$ cat src/rtl/prog_loader.sv
// Boot loader: parses MAGIC/LEN/payload[/CSUM] frames and writes LE 32-bit words to program memory.
// Latency: WE/done/error registered, visible the cycle after the deciding byte is accepted.
// Backpressure: rx_ready low in DONE/ERR and while restart is high; checksum via LOADER_CHECKSUM_EN.
module prog_loader #(
    parameter int         MAX_WORDS = 2048,
    parameter logic [7:0] MAGIC     = 8'hA5
) (
    input  logic        clk,
    input  logic        rst,
    input  logic        restart,
    input  logic        rx_valid,
    input  logic [7:0]  rx_data,
    output logic        rx_ready,
    output logic        WE,
    output logic [12:0] WA,
    output logic [31:0] WD,
    output logic        core_hold,
    output logic        done,
    output logic        error
);

    typedef enum logic [2:0] {
        S_IDLE,
        S_LEN_LO,
        S_LEN_HI,
        S_DATA,
        S_CSUM,
        S_DONE,
        S_ERR
    } state_t;

    localparam logic [15:0] MAX_N = 16'(MAX_WORDS);

`ifdef LOADER_CHECKSUM_EN
    localparam state_t S_END = S_CSUM;
`else
    localparam state_t S_END = S_DONE;
`endif

    state_t      state_q, state_d;
    logic [7:0]  len_lo_q;
    logic [15:0] len_q;
    logic [11:0] word_idx_q;
    logic [1:0]  byte_cnt_q;
    logic [23:0] asm_q;
    logic        we_q;
    logic [12:0] wa_q;
    logic [31:0] wd_q;
`ifdef LOADER_CHECKSUM_EN
    logic [7:0]  csum_q;
`endif

    logic        accept;
    logic [15:0] n_rx;
    logic        last_word;

    assign accept    = rx_valid & rx_ready;
    assign n_rx      = {rx_data, len_lo_q};
    assign last_word = (({4'd0, word_idx_q} + 16'd1) == len_q);

    always_ff @(posedge clk or negedge rst) begin
        if (!rst) begin
            state_q <= S_IDLE;
        end else begin
            state_q <= state_d;
        end
    end

    always_comb begin
        state_d = state_q;
        if (restart) begin
            state_d = S_IDLE;
        end else if (accept) begin
            case (state_q)
                S_IDLE: begin
                    if (rx_data == MAGIC) state_d = S_LEN_LO;
                end
                S_LEN_LO: state_d = S_LEN_HI;
                S_LEN_HI: begin
                    if (n_rx > MAX_N)       state_d = S_ERR;
                    else if (n_rx == 16'd0) state_d = S_END;
                    else                    state_d = S_DATA;
                end
                S_DATA: begin
                    if (byte_cnt_q == 2'd3 && last_word) state_d = S_END;
                end
`ifdef LOADER_CHECKSUM_EN
                S_CSUM: state_d = (rx_data == csum_q) ? S_DONE : S_ERR;
`endif
                default: state_d = state_q;
            endcase
        end
    end

    always_comb begin
        rx_ready  = 1'b0;
        done      = 1'b0;
        error     = 1'b0;
        core_hold = 1'b1;
        case (state_q)
            S_IDLE, S_LEN_LO, S_LEN_HI, S_DATA, S_CSUM: rx_ready = ~restart;
            S_DONE: begin
                done      = 1'b1;
                core_hold = 1'b0;
            end
            S_ERR:   error = 1'b1;
            default: rx_ready = 1'b0;
        endcase
    end

    // Bytes shift in from the top so that after three of them asm_q = {b2, b1, b0}.
    always_ff @(posedge clk or negedge rst) begin
        if (!rst) begin
            len_lo_q   <= 8'd0;
            len_q      <= 16'd0;
            word_idx_q <= 12'd0;
            byte_cnt_q <= 2'd0;
            asm_q      <= 24'd0;
            we_q       <= 1'b0;
            wa_q       <= 13'd0;
            wd_q       <= 32'd0;
        end else begin
            we_q <= 1'b0;
            if (restart) begin
                word_idx_q <= 12'd0;
                byte_cnt_q <= 2'd0;
            end else if (accept) begin
                case (state_q)
                    S_LEN_LO: len_lo_q <= rx_data;
                    S_LEN_HI: begin
                        len_q      <= n_rx;
                        word_idx_q <= 12'd0;
                        byte_cnt_q <= 2'd0;
                    end
                    S_DATA: begin
                        byte_cnt_q <= byte_cnt_q + 2'd1;
                        if (byte_cnt_q == 2'd3) begin
                            we_q       <= 1'b1;
                            wa_q       <= {word_idx_q[10:0], 2'b00};
                            wd_q       <= {rx_data, asm_q};
                            word_idx_q <= word_idx_q + 12'd1;
                        end else begin
                            asm_q <= {rx_data, asm_q[23:8]};
                        end
                    end
                    default: ;
                endcase
            end
        end
    end

`ifdef LOADER_CHECKSUM_EN
    always_ff @(posedge clk or negedge rst) begin
        if (!rst) begin
            csum_q <= 8'd0;
        end else if (restart) begin
            csum_q <= 8'd0;
        end else if (accept && state_q == S_LEN_HI) begin
            csum_q <= 8'd0;
        end else if (accept && state_q == S_DATA) begin
            csum_q <= csum_q ^ rx_data;
        end
    end
`endif

    assign WE = we_q;
    assign WA = wa_q;
    assign WD = wd_q;

endmodule

$ cat config.mk
export PLATFORM = sky130hd
export DESIGN_NAME = prog_loader
export DESIGN_NICKNAME = d
export VERILOG_FILES = /design/src/rtl/prog_loader.sv
export SDC_FILE = /design/constraint.sdc
export NUM_CORES = 1
export LEC_CHECK = 0
export ABC_AREA = 1
export CAP_MARGIN = 0
export CORE_ASPECT_RATIO = 1.1
export CORE_UTILIZATION = 40
export DETAILED_ROUTE_END_ITERATION = 8
export HOLD_SLACK_MARGIN = 0.12
export PLACE_DENSITY = 0.7
export SETUP_SLACK_MARGIN = 0.1
export SLEW_MARGIN = 20
export SYNTH_ARGS = -nofsm -noshare
export SYNTH_HDL_FRONTEND = slang
export SYNTH_SLANG_ARGS = --single-unit
$ cat constraint.sdc
create_clock -name clk -period 2.9 [get_ports clk]
set_input_delay 0.58 -clock clk [delete_from_list [all_inputs] [get_ports clk]]
set_output_delay 0.58 -clock clk [all_outputs]
set_load 0.02 [all_outputs]
==> flow_metrics.tcl <==
set metrics [dict create \
    multiInputGateArea_mm2 0.00171 \
    port_buffers 59 \
    final.setup_skew_ps 6.64 \
    synth_seq_cells 109 \
    cts_setup_buffers 0 \
    hold_buffers 0 \
    syn_area_mm2 0.00481 \
    p_comb_frac 0.102 \
    wire_per_inst_um 13.4 \
    antenna_cells 0 \
    worstMarginPinSlew_ps 517 \
    clock_latency_ps 350 \
    regArea_mm2 0.00273 \
    p_int_mw 2.41 \
    clock_sinks 109 \
    place_congestion 0.834 \
    r2r-end "state_q[1]" \
    required_ps 2320 \
    synthTopCellsByArea "dfrtp_1 57%, nand2_1 14%, o21ai_0 9.2%" \
    nFillCells 1133 \
    antenna_found_initial 0 \
    swShare 0.260 \
    synth_top_family_by_area "simple AND/OR/NAND/NOR gates" \
    synth_edf_count 0 \
    crit_path_max_incr_delay_ps 620 \
    synthToLayoutAreaGrowth_pct 21.6 \
    drive_above_1_share 0.0577 \
    detailed_place_hpwl_mm 7.23 \
    clockBufferDepth 2 \
    ios 62 \
    fin_crit_sh 0.908 \
    cts-resized-gates 0 \
    grt_use_total 0.183 \
    period_needed_ps 2630 \
    power_frac_seq 0.525 \
    cp_top_family "buffers and inverters" \
    startpoint_type "input port" \
    synth.area.mux_share 0 \
    p_per_area_mw_per_mm2 558 \
    critPathMaxFanout 7 \
    rsz0062_at_grt "no" \
    layout.nets 633 \
    vias 3757 \
    seq_area_frac_synth 0.568 \
    synth_xor_xnor_area_share 0.0232 \
    postSynthCellCount 563 \
    dr.pass1.iters 5 \
    ys_types 28 \
    syn_avg_cell_area_um2 8.54 \
    synth-compound-area-share 0.105 \
    finalPower_mw 3.26 \
    p_switching_mw 0.848 \
    synth_top_area_frac 0.568 \
    cts.clk_slew.worst_paths_ps 80 \
    worst_path_max_delay_cell "clkdlybuf4s50_1" \
    cts_tree "done" \
    r2r_cells 16 \
    start_util 0.415 \
    cap_violations 0 \
    grt_overflow 0 \
    ir_drop_mv 0.270 \
    htree_num_levels 3 \
    wirelength_mm 10.3 \
    yosys.area_share.adder 0.00521 \
    max_freq_mhz 380 \
    grt_pass1_wl_mm 17.6 \
    r2r_slack_ps 840 \
    hold_viol 0 \
    setup_tns_ps 0 \
    synth_top_cell_by_area "dfrtp_1" \
    synth_simple_gate_area_share 0.221 \
    min_path_type "in2async" \
    die_area_mm2 0.0125 \
    synthTopCellsByCount "174 x nand2_1, 109 x dfrtp_1, 88 x o21ai_0, 69 x inv_1, 27 x nand3_1" \
    outcome "complete, no violations" \
    worstPathCellList "clkdlybuf4s50_1 -> inv_1 -> nand2_1 -> nand2_1 -> clkdlybuf4s50_1" \
    synthMostInstantiatedCell "nand2_1" \
    first_global_vias 3680 \
    critical_path_class "in2out" \
    drc_errors 0 \
    timing.critical_path.buf_inv 3 \
    yosys_warnings 0 \
    drt-initial-drc-count 226 \
    vias_per_cell 4.85 \
    setup_viol 0 \
    crit_arrival_ps 2050 \
    end_kind "output port" \
    ys.flop_type "dfrtp_1" \
    grt_max_degree 83 \
    cts_root_buffer "clkbuf_16" \
    rows 41 \
    clock_power_share 0.373 \
    antenna_left 0 \
    async_flop_share 1.00 \
    die_w_um 107 \
    p_leak_nw 2.69 \
    relSlewSlack 0.652 \
    core_area_mm2 0.0116 \
    rr_startpoint "word_idx_q[0]" \
    numCtsBuffers 9 \
    slew_viol_final 0 \
    die_h_um 117 \
]
[cell type report]
class,count,area share
inverter,71,0.0456
clock buffer,11,0.0433
clock inverter,5,0.00707
tap,150,0.0321
multi-input combinational,362,0.293
timing repair buffer,66,0.112
sequential,109,0.467
[stage by stage]
step / std cells / utilization / hold WS, ps / instance area, um2 / setup slack (ps)
after floorplan: 564 / - / 284 / 4810 / 1080
after global placement: 758 / 0.479 / 456 / 5550 / 341
after detailed placement: 758 / 0.479 / 462 / 5550 / 268
after CTS: 774 / 0.504 / 148 / 5840 / 275
after global routing: 774 / 0.504 / 156 / 5840 / 203
final: 774 / 0.504 / 132 / 5840 / 267
[registers in the layout, summed over array words and instances (netlist names)]
| name | count |
|---|---|
| WE | 1 |
| len_lo_q | 8 |
| WA | 11 |
| word_idx_q | 12 |
| byte_cnt_q | 2 |
| asm_q | 24 |
| len_q | 16 |
| state_q | 3 |
| WD | 32 |
[worst register-to-register path: stages (launching register included)]
cell and delay (ps):
dfrtp_1 450, ha_1 240, nand2_2 100, inv_2 90
nand2_2 50, nor2_2 130, nand2_1 60, nand2_1 80
nand2_1 60, nand2_1 50, nand2_1 40, nor2_1 140
nand3_1 140, nand2_2 130, nand2_2 70, nand3_1 90
nand2_1 50
[power groups by stage]
stage	Clock, mW	Combinational, mW	Sequential, mW
global route	1.30	0.386	1.73
detailed placement	0	0.334	1.74
finish	1.22	0.332	1.71
floorplan	0	0.230	1.71
CTS	1.24	0.337	1.71
global placement	0	0.321	1.73
[metal layers]
layer  GRT usage  routed length [um]
met3      0.0238                 408
met4      0.0922                 211
met2       0.299                4780
met1       0.241                4950
met5           0                   0
[logic make-up (layout without fill, tap and decap cells)]
group	after synthesis	after routing
adder cells (fa/ha/maj)	2	2
flip-flops	109	109
AND/OR/NAND/NOR	251	251
other	1	2
buffers and inverters	93	153
XOR/XNOR	8	8
AO/OA/AOI/OAI	99	99
[how the worst max path moves through the flow]
stage | end | cells past startpoint | slack, ps | startpoint
after floorplan | core_hold | 2 | 1080 | state_q[1]
after global placement | rx_ready | 5 | 340 | restart
after detailed placement | rx_ready | 5 | 270 | restart
after CTS | rx_ready | 5 | 280 | restart
after global routing | rx_ready | 5 | 200 | restart
final | rx_ready | 5 | 270 | restart
[layout by cell type (no fill, tap or decap), types with 3 or more instances in the layout]
master and instances:
xor2_1 5, nand2_2 5, o21ai_1 3, inv_1 69, xnor3_1 3, nor4_1 3
nor3_1 8, nand2_1 174, nor2_1 19, o21ai_0 88, o22ai_1 5, clkbuf_16 9
nand4_1 8, clkdlybuf4s50_1 58, buf_4 7, nand3_1 26, dfrtp_1 109
No activity file was read; power rests on OpenSTA's default activity.
